`src/rtl/kbd_pkg.sv`:
```
// ============================================================================
// Module : kbd_pkg
// Shared scan-code constants and FSM encoding for the keyboard history stage.
// Rev    : 1.0  initial release
// ============================================================================
`default_nettype none

package kbd_pkg;

   typedef logic [1:0] kbd_state_t;

   localparam kbd_state_t S_IDLE      = 2'd0;
   localparam kbd_state_t S_BREAK     = 2'd1;
   localparam kbd_state_t S_EXT       = 2'd2;
   localparam kbd_state_t S_EXT_BREAK = 2'd3;

   localparam logic [7:0] SC_BREAK  = 8'hF0;
   localparam logic [7:0] SC_EXT    = 8'hE0;
   localparam logic [7:0] SC_LSHIFT = 8'h12;
   localparam logic [7:0] SC_RSHIFT = 8'h59;
   localparam logic [7:0] SC_CAPS   = 8'h58;

   localparam logic [7:0] LETTER_LO = 8'h61;
   localparam logic [7:0] LETTER_HI = 8'h7A;

   function automatic logic is_lower_letter(input logic [7:0] a);
      return (a >= LETTER_LO) && (a <= LETTER_HI);
   endfunction

endpackage

`default_nettype wire

```
`src/rtl/hex7seg.sv`:
```
// ============================================================================
// Module : hex7seg
// One hex nibble to seven segments (bit 0 = a .. bit 6 = g), with blanking.
// Rev    : 1.0  initial release
// ============================================================================
`default_nettype none

module hex7seg #(
   parameter bit ACTIVE_LOW = 1'b1
) (
   input  logic [3:0] i_nibble,
   input  logic       i_blank,
   output logic [6:0] o_seg
);

   logic [6:0] w_lit;

   always_comb begin
      w_lit = 7'h00;
      if (!i_blank) begin
         case (i_nibble)
            4'h0: w_lit = 7'h3F;
            4'h1: w_lit = 7'h06;
            4'h2: w_lit = 7'h5B;
            4'h3: w_lit = 7'h4F;
            4'h4: w_lit = 7'h66;
            4'h5: w_lit = 7'h6D;
            4'h6: w_lit = 7'h7D;
            4'h7: w_lit = 7'h07;
            4'h8: w_lit = 7'h7F;
            4'h9: w_lit = 7'h6F;
            4'hA: w_lit = 7'h77;
            4'hB: w_lit = 7'h7C;
            4'hC: w_lit = 7'h39;
            4'hD: w_lit = 7'h5E;
            4'hE: w_lit = 7'h79;
            default: w_lit = 7'h71;
         endcase
      end
   end

   assign o_seg = ACTIVE_LOW ? ~w_lit : w_lit;

endmodule

`default_nettype wire

```
`src/rtl/kbd_ascii_history.sv`:
```
// ============================================================================
// Module : kbd_ascii_history
// PS/2 scan-code decoder with shift/caps tracking, ASCII history and hex display.
// Optional caps lock support: define KBD_ASCII_CAPS_LOCK_EN.
// Rev    : 1.0  initial release
// ============================================================================
`default_nettype none

module kbd_ascii_history
   import kbd_pkg::*;
#(
   parameter int NUM_CHARS      = 2,
   parameter int CNT_W          = 8,
   parameter int SEG_ACTIVE_LOW = 1
) (
   input  logic                  clk,
   input  logic                  rst,
   input  logic [7:0]            code_in,
   input  logic                  code_valid,
   output logic [7:0]            lut_addr,
   input  logic [7:0]            ascii_norm,
   input  logic [7:0]            ascii_shift,
   output logic                  key_held,
   output logic                  shift_on,
   output logic                  caps_on,
   output logic [CNT_W-1:0]      key_count,
   output logic [14*NUM_CHARS-1:0] hex_out
);

   localparam bit              c_act_low = (SEG_ACTIVE_LOW != 0);
   localparam logic [CNT_W-1:0] c_one    = {{(CNT_W-1){1'b0}}, 1'b1};

   kbd_state_t       r_state;
   kbd_state_t       w_state_nxt;
   logic             w_do_make;
   logic             w_do_break;

   logic [7:0]       r_hist [NUM_CHARS];
   logic [7:0]       r_held_code;
   logic             r_key_held;
   logic             r_shift_l;
   logic             r_shift_r;
   logic [CNT_W-1:0] r_key_count;

   logic             w_is_lshift;
   logic             w_is_rshift;
   logic             w_is_caps;
   logic             w_repeat;
   logic             w_new_key;
   logic             w_caps_letter;
   logic [7:0]       w_ascii_sel;

   assign lut_addr = code_in;

   // ------------------------------------------------------------------------
   // Prefix FSM: state register / next state / action decode
   // ------------------------------------------------------------------------
   always_ff @(posedge clk) begin
      if (rst) r_state <= S_IDLE;
      else     r_state <= w_state_nxt;
   end

   always_comb begin
      w_state_nxt = r_state;
      if (code_valid) begin
         case (r_state)
            S_IDLE: begin
               if (code_in == SC_BREAK)    w_state_nxt = S_BREAK;
               else if (code_in == SC_EXT) w_state_nxt = S_EXT;
               else                        w_state_nxt = S_IDLE;
            end
            S_EXT:   w_state_nxt = (code_in == SC_BREAK) ? S_EXT_BREAK : S_IDLE;
            default: w_state_nxt = S_IDLE;
         endcase
      end
   end

   always_comb begin
      w_do_make  = 1'b0;
      w_do_break = 1'b0;
      if (code_valid) begin
         case (r_state)
            S_IDLE:  w_do_make  = (code_in != SC_BREAK) && (code_in != SC_EXT);
            S_BREAK: w_do_break = 1'b1;
            default: begin
               w_do_make  = 1'b0;
               w_do_break = 1'b0;
            end
         endcase
      end
   end

   // ------------------------------------------------------------------------
   // Modifier / key decode and ASCII selection
   // ------------------------------------------------------------------------
   assign w_is_lshift = (code_in == SC_LSHIFT);
   assign w_is_rshift = (code_in == SC_RSHIFT);
   assign w_repeat    = r_key_held && (code_in == r_held_code);
   assign w_new_key   = w_do_make && !w_is_lshift && !w_is_rshift && !w_is_caps && !w_repeat;

   assign shift_on      = r_shift_l | r_shift_r;
   assign w_caps_letter = caps_on && is_lower_letter(ascii_norm);
   assign w_ascii_sel   = (shift_on ^ w_caps_letter) ? ascii_shift : ascii_norm;

`ifdef KBD_ASCII_CAPS_LOCK_EN
   logic r_caps_on;
   logic r_caps_down;

   assign w_is_caps = (code_in == SC_CAPS);
   assign caps_on   = r_caps_on;

   // The caps key toggles only on its first make; typematic repeats are absorbed.
   always_ff @(posedge clk) begin
      if (rst) begin
         r_caps_on   <= 1'b0;
         r_caps_down <= 1'b0;
      end else if (w_do_make && w_is_caps) begin
         r_caps_down <= 1'b1;
         if (!r_caps_down) r_caps_on <= ~r_caps_on;
      end else if (w_do_break && w_is_caps) begin
         r_caps_down <= 1'b0;
      end
   end
`else
   assign w_is_caps = 1'b0;
   assign caps_on   = 1'b0;
`endif

   // ------------------------------------------------------------------------
   // Key state, modifiers, counter and history
   // ------------------------------------------------------------------------
   always_ff @(posedge clk) begin
      if (rst) begin
         r_held_code <= 8'h00;
         r_key_held  <= 1'b0;
         r_shift_l   <= 1'b0;
         r_shift_r   <= 1'b0;
         r_key_count <= '0;
         for (int i = 0; i < NUM_CHARS; i++) r_hist[i] <= 8'h00;
      end else begin
         if (w_do_make && w_is_lshift) r_shift_l <= 1'b1;
         if (w_do_make && w_is_rshift) r_shift_r <= 1'b1;
         if (w_do_break && w_is_lshift) r_shift_l <= 1'b0;
         if (w_do_break && w_is_rshift) r_shift_r <= 1'b0;
         if (w_do_break && r_key_held && (code_in == r_held_code)) r_key_held <= 1'b0;
         if (w_new_key) begin
            r_held_code <= code_in;
            r_key_held  <= 1'b1;
            r_key_count <= r_key_count + c_one;
            for (int i = NUM_CHARS - 1; i > 0; i--) r_hist[i] <= r_hist[i-1];
            r_hist[0] <= w_ascii_sel;
         end
      end
   end

   assign key_held  = r_key_held;
   assign key_count = r_key_count;

   // ------------------------------------------------------------------------
   // Display: two digits per character, low nibble in the lower 7 bits
   // ------------------------------------------------------------------------
   genvar gi;
   generate
      for (gi = 0; gi < NUM_CHARS; gi++) begin : g_char
         logic w_blank;
         if (gi == 0) begin : g_newest
            assign w_blank = ~r_key_held;
         end else begin : g_older
            assign w_blank = (r_hist[gi] == 8'h00);
         end

         hex7seg #(.ACTIVE_LOW(c_act_low)) u_lo (
            .i_nibble (r_hist[gi][3:0]),
            .i_blank  (w_blank),
            .o_seg    (hex_out[14*gi +: 7])
         );

         hex7seg #(.ACTIVE_LOW(c_act_low)) u_hi (
            .i_nibble (r_hist[gi][7:4]),
            .i_blank  (w_blank),
            .o_seg    (hex_out[14*gi+7 +: 7])
         );
      end
   endgenerate

endmodule

`default_nettype wire
```
`config.mk`:
```
export PLATFORM = sky130hd
export DESIGN_NAME = kbd_ascii_history
export DESIGN_NICKNAME = d
export VERILOG_FILES = /design/src/rtl/kbd_pkg.sv /design/src/rtl/hex7seg.sv /design/src/rtl/kbd_ascii_history.sv
export SDC_FILE = /design/constraint.sdc
export NUM_CORES = 1
export LEC_CHECK = 0
export ABC_CLOCK_PERIOD_IN_PS = 3200
export CAP_MARGIN = 20
export CORE_MARGIN = 2
export CORE_UTILIZATION = 58
export CTS_BUF_LIST = sky130_fd_sc_hd__clkbuf_8
export DETAILED_ROUTE_END_ITERATION = 10
export DONT_BUFFER_PORTS = 1
export GPL_ROUTABILITY_DRIVEN = 0
export PLACE_DENSITY = 0.72
export SKIP_CTS_REPAIR_TIMING = 1
export SYNTH_ARGS = -nofsm -noshare
export SYNTH_HDL_FRONTEND = slang
export SYNTH_SLANG_ARGS = --single-unit
```
`constraint.sdc`:
```
create_clock -name clk -period 3.2 [get_ports clk]
set_clock_uncertainty 0.1 [all_clocks]
set_input_delay 0.64 -clock clk [delete_from_list [all_inputs] [get_ports clk]]
set_output_delay 0.64 -clock clk [all_outputs]
set_load 0.03 [all_outputs]
```
==> impl_metrics.tcl, run 1 <==
set metrics [dict create \
    status "finished clean" \
    drc 0 \
    wl_um 5660 \
    path_cells "inv_1 -> ha_1 -> nor2b_1 -> nand3_1 -> o211ai_1" \
    avgViaCountPerCell 5.84 \
    finalHoldViolCount 0 \
    route.vias.total 2243 \
    die_area_um2 5610 \
    reg2reg_from "r_state[1]$_SDFFE_PP0P_" \
    synthFlopType "dfxtp_1" \
    fmax_mhz 346 \
    worst_pin_slew_ns 1.08 \
    critPathLaunchType "register" \
    drive_above_1_share_pct 12.3 \
    synth_edf_count 16 \
    drtAntennaViolNets 0 \
    die_h_um 74.9 \
    cts_made_buffers 5 \
    path_clk_slew_ns 0.08 \
    antenna_found_initial 0 \
    cts_root_buf "clkbuf_8" \
    r2r_slack_ns 0.93 \
    wl_met1_um 2550 \
    avgSynthCellArea_um2 9.08 \
    grtUsageTotal_pct 21.3 \
    max_slew_margin_pct 26.6 \
    dr.pass1.iters 4 \
    min-delay-start "rst" \
    clock_sinks 37 \
    areaGrowthSynthToFinish_pct 5.97 \
    async_flop_share_pct 0 \
    pin_count 74 \
    rows 25 \
    synth_top_area_share_pct 16.5 \
    synth_fp_nets 368 \
    vdd_drop_max_mv 0.396 \
    rsz0062_at_grt "no" \
    initial_core_util_pct 60.9 \
    critPathArrivalTime_ns 2.15 \
    max_stage_delay_ns 0.49 \
    power_leakage_nw 1.14 \
    core_region_area_um2 4790 \
    worst-setup-path-type "reg2out" \
    highest_layer "met4" \
    dp_hpwl_um 4170 \
    finalSetupTns_ns 0 \
    grt-ovfl-total 0 \
    cpMaxStageDelayCell "o211ai_1" \
    min_to "r_held_code[0]$_SDFFE_PP0P_" \
    path_max_fanout 14 \
    hold_depth 1 \
    clock_latency_ns 0.29 \
    cp_top_family "simple AND/OR/NAND/NOR gates" \
    nets 363 \
    hp-class "in2reg" \
    reg2reg_depth 5 \
    slew_viol_final 0 \
    synth_warnings 0 \
    io_buffer_count 0 \
    r2r_end "r_hist[0][2]$_SDFFCE_PN0P_" \
    synth.area.top_cells "edfxtp_1 (16%), dfxtp_1 (14%), ha_1 (8.6%), mux2i_1 (5.2%), nand2b_1 (4.5%)" \
    finalInstanceArea_um2 3090 \
    grt_max_degree 41 \
    netlist_area_um2 2910 \
    ctsLongestPathBuffers 2 \
    synth_seq_cells 37 \
    p_per_area_nw_per_um2 438 \
    setup_violations 0 \
    cts_tree "done" \
    cp.required_ns 2.46 \
    drt_iter0_markers 64 \
    htreeDepth 2 \
    diodes 0 \
    synth.distinct_cells 56 \
    wl_met2_um 2660 \
    grt_pass1_wl_um 9200 \
    ys_seq_area_share_pct 30.9 \
    wl_met3_um 374 \
    cap_violations 0 \
    synth_area_leader_cell "edfxtp_1" \
    fin_crit_sh_pct 90.3 \
    wl_per_cell_um 14.7 \
    timing.critical_path.buf_inv 1 \
    synthCells 321 \
    die_x_um 74.9 \
    fin_crit_ns 2.89 \
    placed_area_um2 2950 \
    crit_path_end_kind "output port" \
    grt_pass1_vias 1962 \
]
## registers in the layout, summed over array words and instances, names as in the netlist
register and count:
r_shift_r 1, r_shift_l 1, r_held_code 8, key_count 8, key_held 1, r_state 2
r_hist 16
## kinds of logic after synthesis
family | count (synthesis) | synth area share, %
other cells | 1 | 0.129
fa+ha+maj | 20 | 8.59
buf+inv | 40 | 6.53
mux | 25 | 10.3
simple gates | 126 | 25.1
compound gates | 64 | 16.1
xor+xnor | 8 | 2.40
flops | 37 | 30.9
## report_power, final
group          internal [mW]  total (mW)  switching, mW  leakage, nW
combinational          0.109       0.317          0.208        0.723
clock                  0.310       0.479          0.169       0.0681
sequential             0.517       0.557         0.0404        0.350
total                  0.936        1.35          0.417         1.14
## how the worst max path moves through the flow
stage                               start                         end  cells past startpoint
2_1_floorplan  r_hist[0][0]$_SDFFCE_PN0P_                  hex_out[1]                      4
3_3_place_gp                   code_in[3]  r_hist[0][0]$_SDFFCE_PN0P_                      5
3_5_place_dp                   code_in[3]  r_hist[0][1]$_SDFFCE_PN0P_                      5
4_1_cts        r_hist[0][9]$_SDFFCE_PN0P_                 hex_out[22]                      5
5_1_grt        r_hist[0][9]$_SDFFCE_PN0P_                 hex_out[27]                      5
6_report       r_hist[0][9]$_SDFFCE_PN0P_                 hex_out[22]                      5
## cell usage after synthesis, drive strengths merged, types with 4 or more instances
cell,instances
a21boi,8
a21oi,12
buf,13
clkbuf,10
dfxtp,21
edfxtp,16
ha,20
inv,16
mux2,7
mux2i,15
nand2,32
nand2b,21
nand3,15
nor2,13
nor2b,8
nor3,4
nor4,8
o211ai,15
o21ai,9
o311ai,7
or3,4
xnor2,7
## cell usage in the layout (no fill, tap or decap), types with 15 or more instances in the layout
| cell type | Yosys | layout |
|---|---|---|
| dfxtp_1 | 21 | 21 |
| edfxtp_1 | 16 | 16 |
| ha_1 | 20 | 20 |
| inv_1 | 15 | 15 |
| mux2i_1 | 15 | 15 |
| nand2_1 | 31 | 31 |
| nand2b_1 | 21 | 21 |
| nand3_1 | 15 | 15 |
| o211ai_1 | 15 | 15 |
## cell type report
| cell class | instances | area (um^2) |
|---|---|---|
| clock buffers | 5 | 68.8 |
| clock inverters | 3 | 65.1 |
| fillers | 415 | 1700 |
| inverters | 17 | 63.8 |
| multi-input cells | 244 | 1820 |
| flip-flops and latches | 37 | 901 |
| well taps | 67 | 83.8 |
| repair buffers | 11 | 82.6 |
## through the flow
stage	hold WS [ns]	power [mW]	util (%)	worst slack [ns]	instances
floorplan	0.348	0.852	-	0.475	321
global placement	0.362	0.878	61.7	0.556	376
detailed placement	0.368	0.884	61.7	0.535	376
CTS	0.295	1.36	64.5	0.283	384
global route	0.289	1.41	64.5	0.123	384
finish	0.306	1.35	64.5	0.312	384
## layer usage
layer | vias up | track usage [%]
met5 | - | 0
met4 | 0 | 5.95
met3 | 9 | 6.16
met2 | 62 | 34.8
met1 | 1033 | 27.6
li1 | 1139 | -
(Power assumes the default switching activity.)
==> run 2: changes to the inputs <==
--- a/config.mk
+++ b/config.mk
@@ -5,7 +5,7 @@
 export SDC_FILE = /design/constraint.sdc
 export NUM_CORES = 1
 export LEC_CHECK = 0
-export ABC_CLOCK_PERIOD_IN_PS = 3200
+export ABC_CLOCK_PERIOD_IN_PS = 2300
 export CAP_MARGIN = 20
 export CORE_MARGIN = 2
 export CORE_UTILIZATION = 58
@@ -13,7 +13,7 @@
 export DETAILED_ROUTE_END_ITERATION = 10
 export DONT_BUFFER_PORTS = 1
 export GPL_ROUTABILITY_DRIVEN = 0
-export PLACE_DENSITY = 0.72
+export PLACE_DENSITY = 0.74
 export SKIP_CTS_REPAIR_TIMING = 1
 export SYNTH_ARGS = -nofsm -noshare
 export SYNTH_HDL_FRONTEND = slang
==> constraint.sdc (replaced) <==
create_clock -name clk -period 2.3 [get_ports clk]
set_clock_uncertainty 0.1 [all_clocks]
set_input_delay 0.46 -clock clk [delete_from_list [all_inputs] [get_ports clk]]
set_output_delay 0.46 -clock clk [all_outputs]
set_load 0.03 [all_outputs]
==> impl_metrics.tcl, run 2 (same netlist as run 1, synthesis figures left out) <==
set metrics [dict create \
    cts_made_buffers 5 \
    drc 0 \
    critPathArrivalTime_ns 1.87 \
    fmax_mhz 411 \
    violations "setup timing" \
    fin_crit_sh_pct 106 \
    dp_slack_ns 0.0452 \
    pin_count 74 \
    finalNonFillerCells 432 \
    min-delay-start "rst" \
    wl_met3_um 447 \
    crit_path_end_kind "output port" \
    hp-class "in2reg" \
    crit_path_frequent_cell "inv_2" \
    route.vias.total 2565 \
    drive_above_1_share_pct 34.0 \
    crit_start "r_hist[0][5]$_SDFFCE_PN0P_" \
    die_area_um2 5610 \
    avgViaCountPerCell 5.94 \
    r2r_slack_ns 0.34 \
    rsz0062_at_grt "yes" \
    largest_register "r_hist" \
    cap_violations 0 \
    max_slew_margin_pct 62.3 \
    mostFrequentLayoutCells "buf_4 (51), nand2_1 (31), dfxtp_1 (21)" \
    grt_pass1_vias 2141 \
    worst-setup-path-type "reg2out" \
    grt_pass1_wl_um 9690 \
    io_buffer_count 0 \
    grt-ovfl-total 0 \
    cpMaxStageDelayCell "mux4_2" \
    diodes 0 \
    largest_register_ffs 16 \
    setup_violations 9 \
    core_region_area_um2 4790 \
    cp.required_ns 1.74 \
    hold_depth 1 \
    highest_layer "met4" \
    rows 25 \
    clock_latency_ns 0.29 \
    status "complete, but fails checks" \
    total_power_mw 2.01 \
    htreeDepth 2 \
    areaGrowthSynthToFinish_pct 26.7 \
    place_inst 405 \
    vdd_drop_max_mv 0.448 \
    slew_viol_final 0 \
    p_per_area_nw_per_um2 544 \
    path_clk_slew_ns 0.08 \
    post-route-util_pct 77.2 \
    final_common_cell "buf_4" \
    antenna_found_initial 0 \
    path_cells "inv_2 -> ha_4 -> inv_2 -> mux4_2 -> or2_4" \
    finalHoldViolCount 0 \
    ctsLongestPathBuffers 2 \
    cts_root_buf "clkbuf_8" \
    drtAntennaViolNets 0 \
    min_to "key_count[3]$_SDFFE_PP0P_" \
    finalInstanceArea_um2 3690 \
    power_leakage_nw 1.41 \
    path_max_fanout 5 \
    die_x_um 74.9 \
    finalSetupTns_ns -0.475 \
    worst_pin_slew_ns 0.563 \
    critPathLaunchType "register" \
    wl_met2_um 3550 \
    placed_area_um2 3170 \
    setup_ws_ns -0.131 \
    max_stage_delay_ns 0.44 \
    clock_sinks 37 \
    wl_um 6950 \
    reg2reg_from "r_held_code[7]$_SDFFE_PP0P_" \
    dr.pass1.iters 4 \
    dp_hpwl_um 4610 \
    cp_top_family "multiplexers" \
    wl_met1_um 2900 \
    grt_max_degree 41 \
    die_h_um 74.9 \
    drt_iter0_markers 132 \
    reg2reg_depth 6 \
    timing.critical_path.buf_inv 2 \
    grtUsageTotal_pct 22.0 \
    initial_core_util_pct 60.9 \
    nets 411 \
    r2r_end "r_hist[0][13]$_SDFFCE_PN0P_" \
    wl_per_cell_um 16.1 \
    cts_tree "done" \
    holdWs_ns 0.129 \
    fin_crit_ns 2.43 \
]
-- run 2: cell count changes in the layout (fill, tap and decap cells not counted), moves of 3 or more --
cell	delta
nor2b_1	-3
ha_4	+9
o311ai_1	-4
inv_1	-10
o311ai_4	+3
ha_2	+4
buf_4	+40
inv_2	+10
buf_6	+8
ha_1	-13
-- run 2: layer usage --
metal | vias to the layer above | track usage (%)
li1 | 1242 | -
met1 | 1198 | 28.4
met2 | 115 | 36.3
met3 | 10 | 5.76
met4 | 0 | 6.94
met5 | - | 0
-- run 2: how the worst max path moves through the flow --
stage / end / slack [ns] / cells after the start
floorplan: hex_out[4] / -0.21 / 4
global placement: r_hist[0][9]$_SDFFCE_PN0P_ / 0.11 / 5
detailed placement: hex_out[10] / 0.05 / 5
CTS: hex_out[10] / -0.27 / 5
global route: hex_out[3] / -0.18 / 5
finish: hex_out[10] / -0.13 / 5
-- run 2: power breakdown --
group          switching [mW]  internal [mW]  total (mW)
registers              0.0496          0.719       0.769
clock network           0.233          0.353       0.586
logic                   0.361          0.292       0.652
-- run 2: final cells by class --
type / instances / area [um^2]
Tap cell: 67 / 83.8
Inverter: 17 / 63.8
Multi-Input combinational cell: 244 / 2050
Sequential cell: 37 / 901
Clock inverter: 2 / 36.3
Clock buffer: 6 / 82.6
Fill cell: 308 / 1090
Timing Repair Buffer: 59 / 473
-- run 2: worst register-to-register path, delay by kind of cell (launching register included) --
family,cells,cell delay (ns)
simple gates,4,0.91
xor+xnor,1,0.17
buf+inv,1,0.20
flops,1,0.33
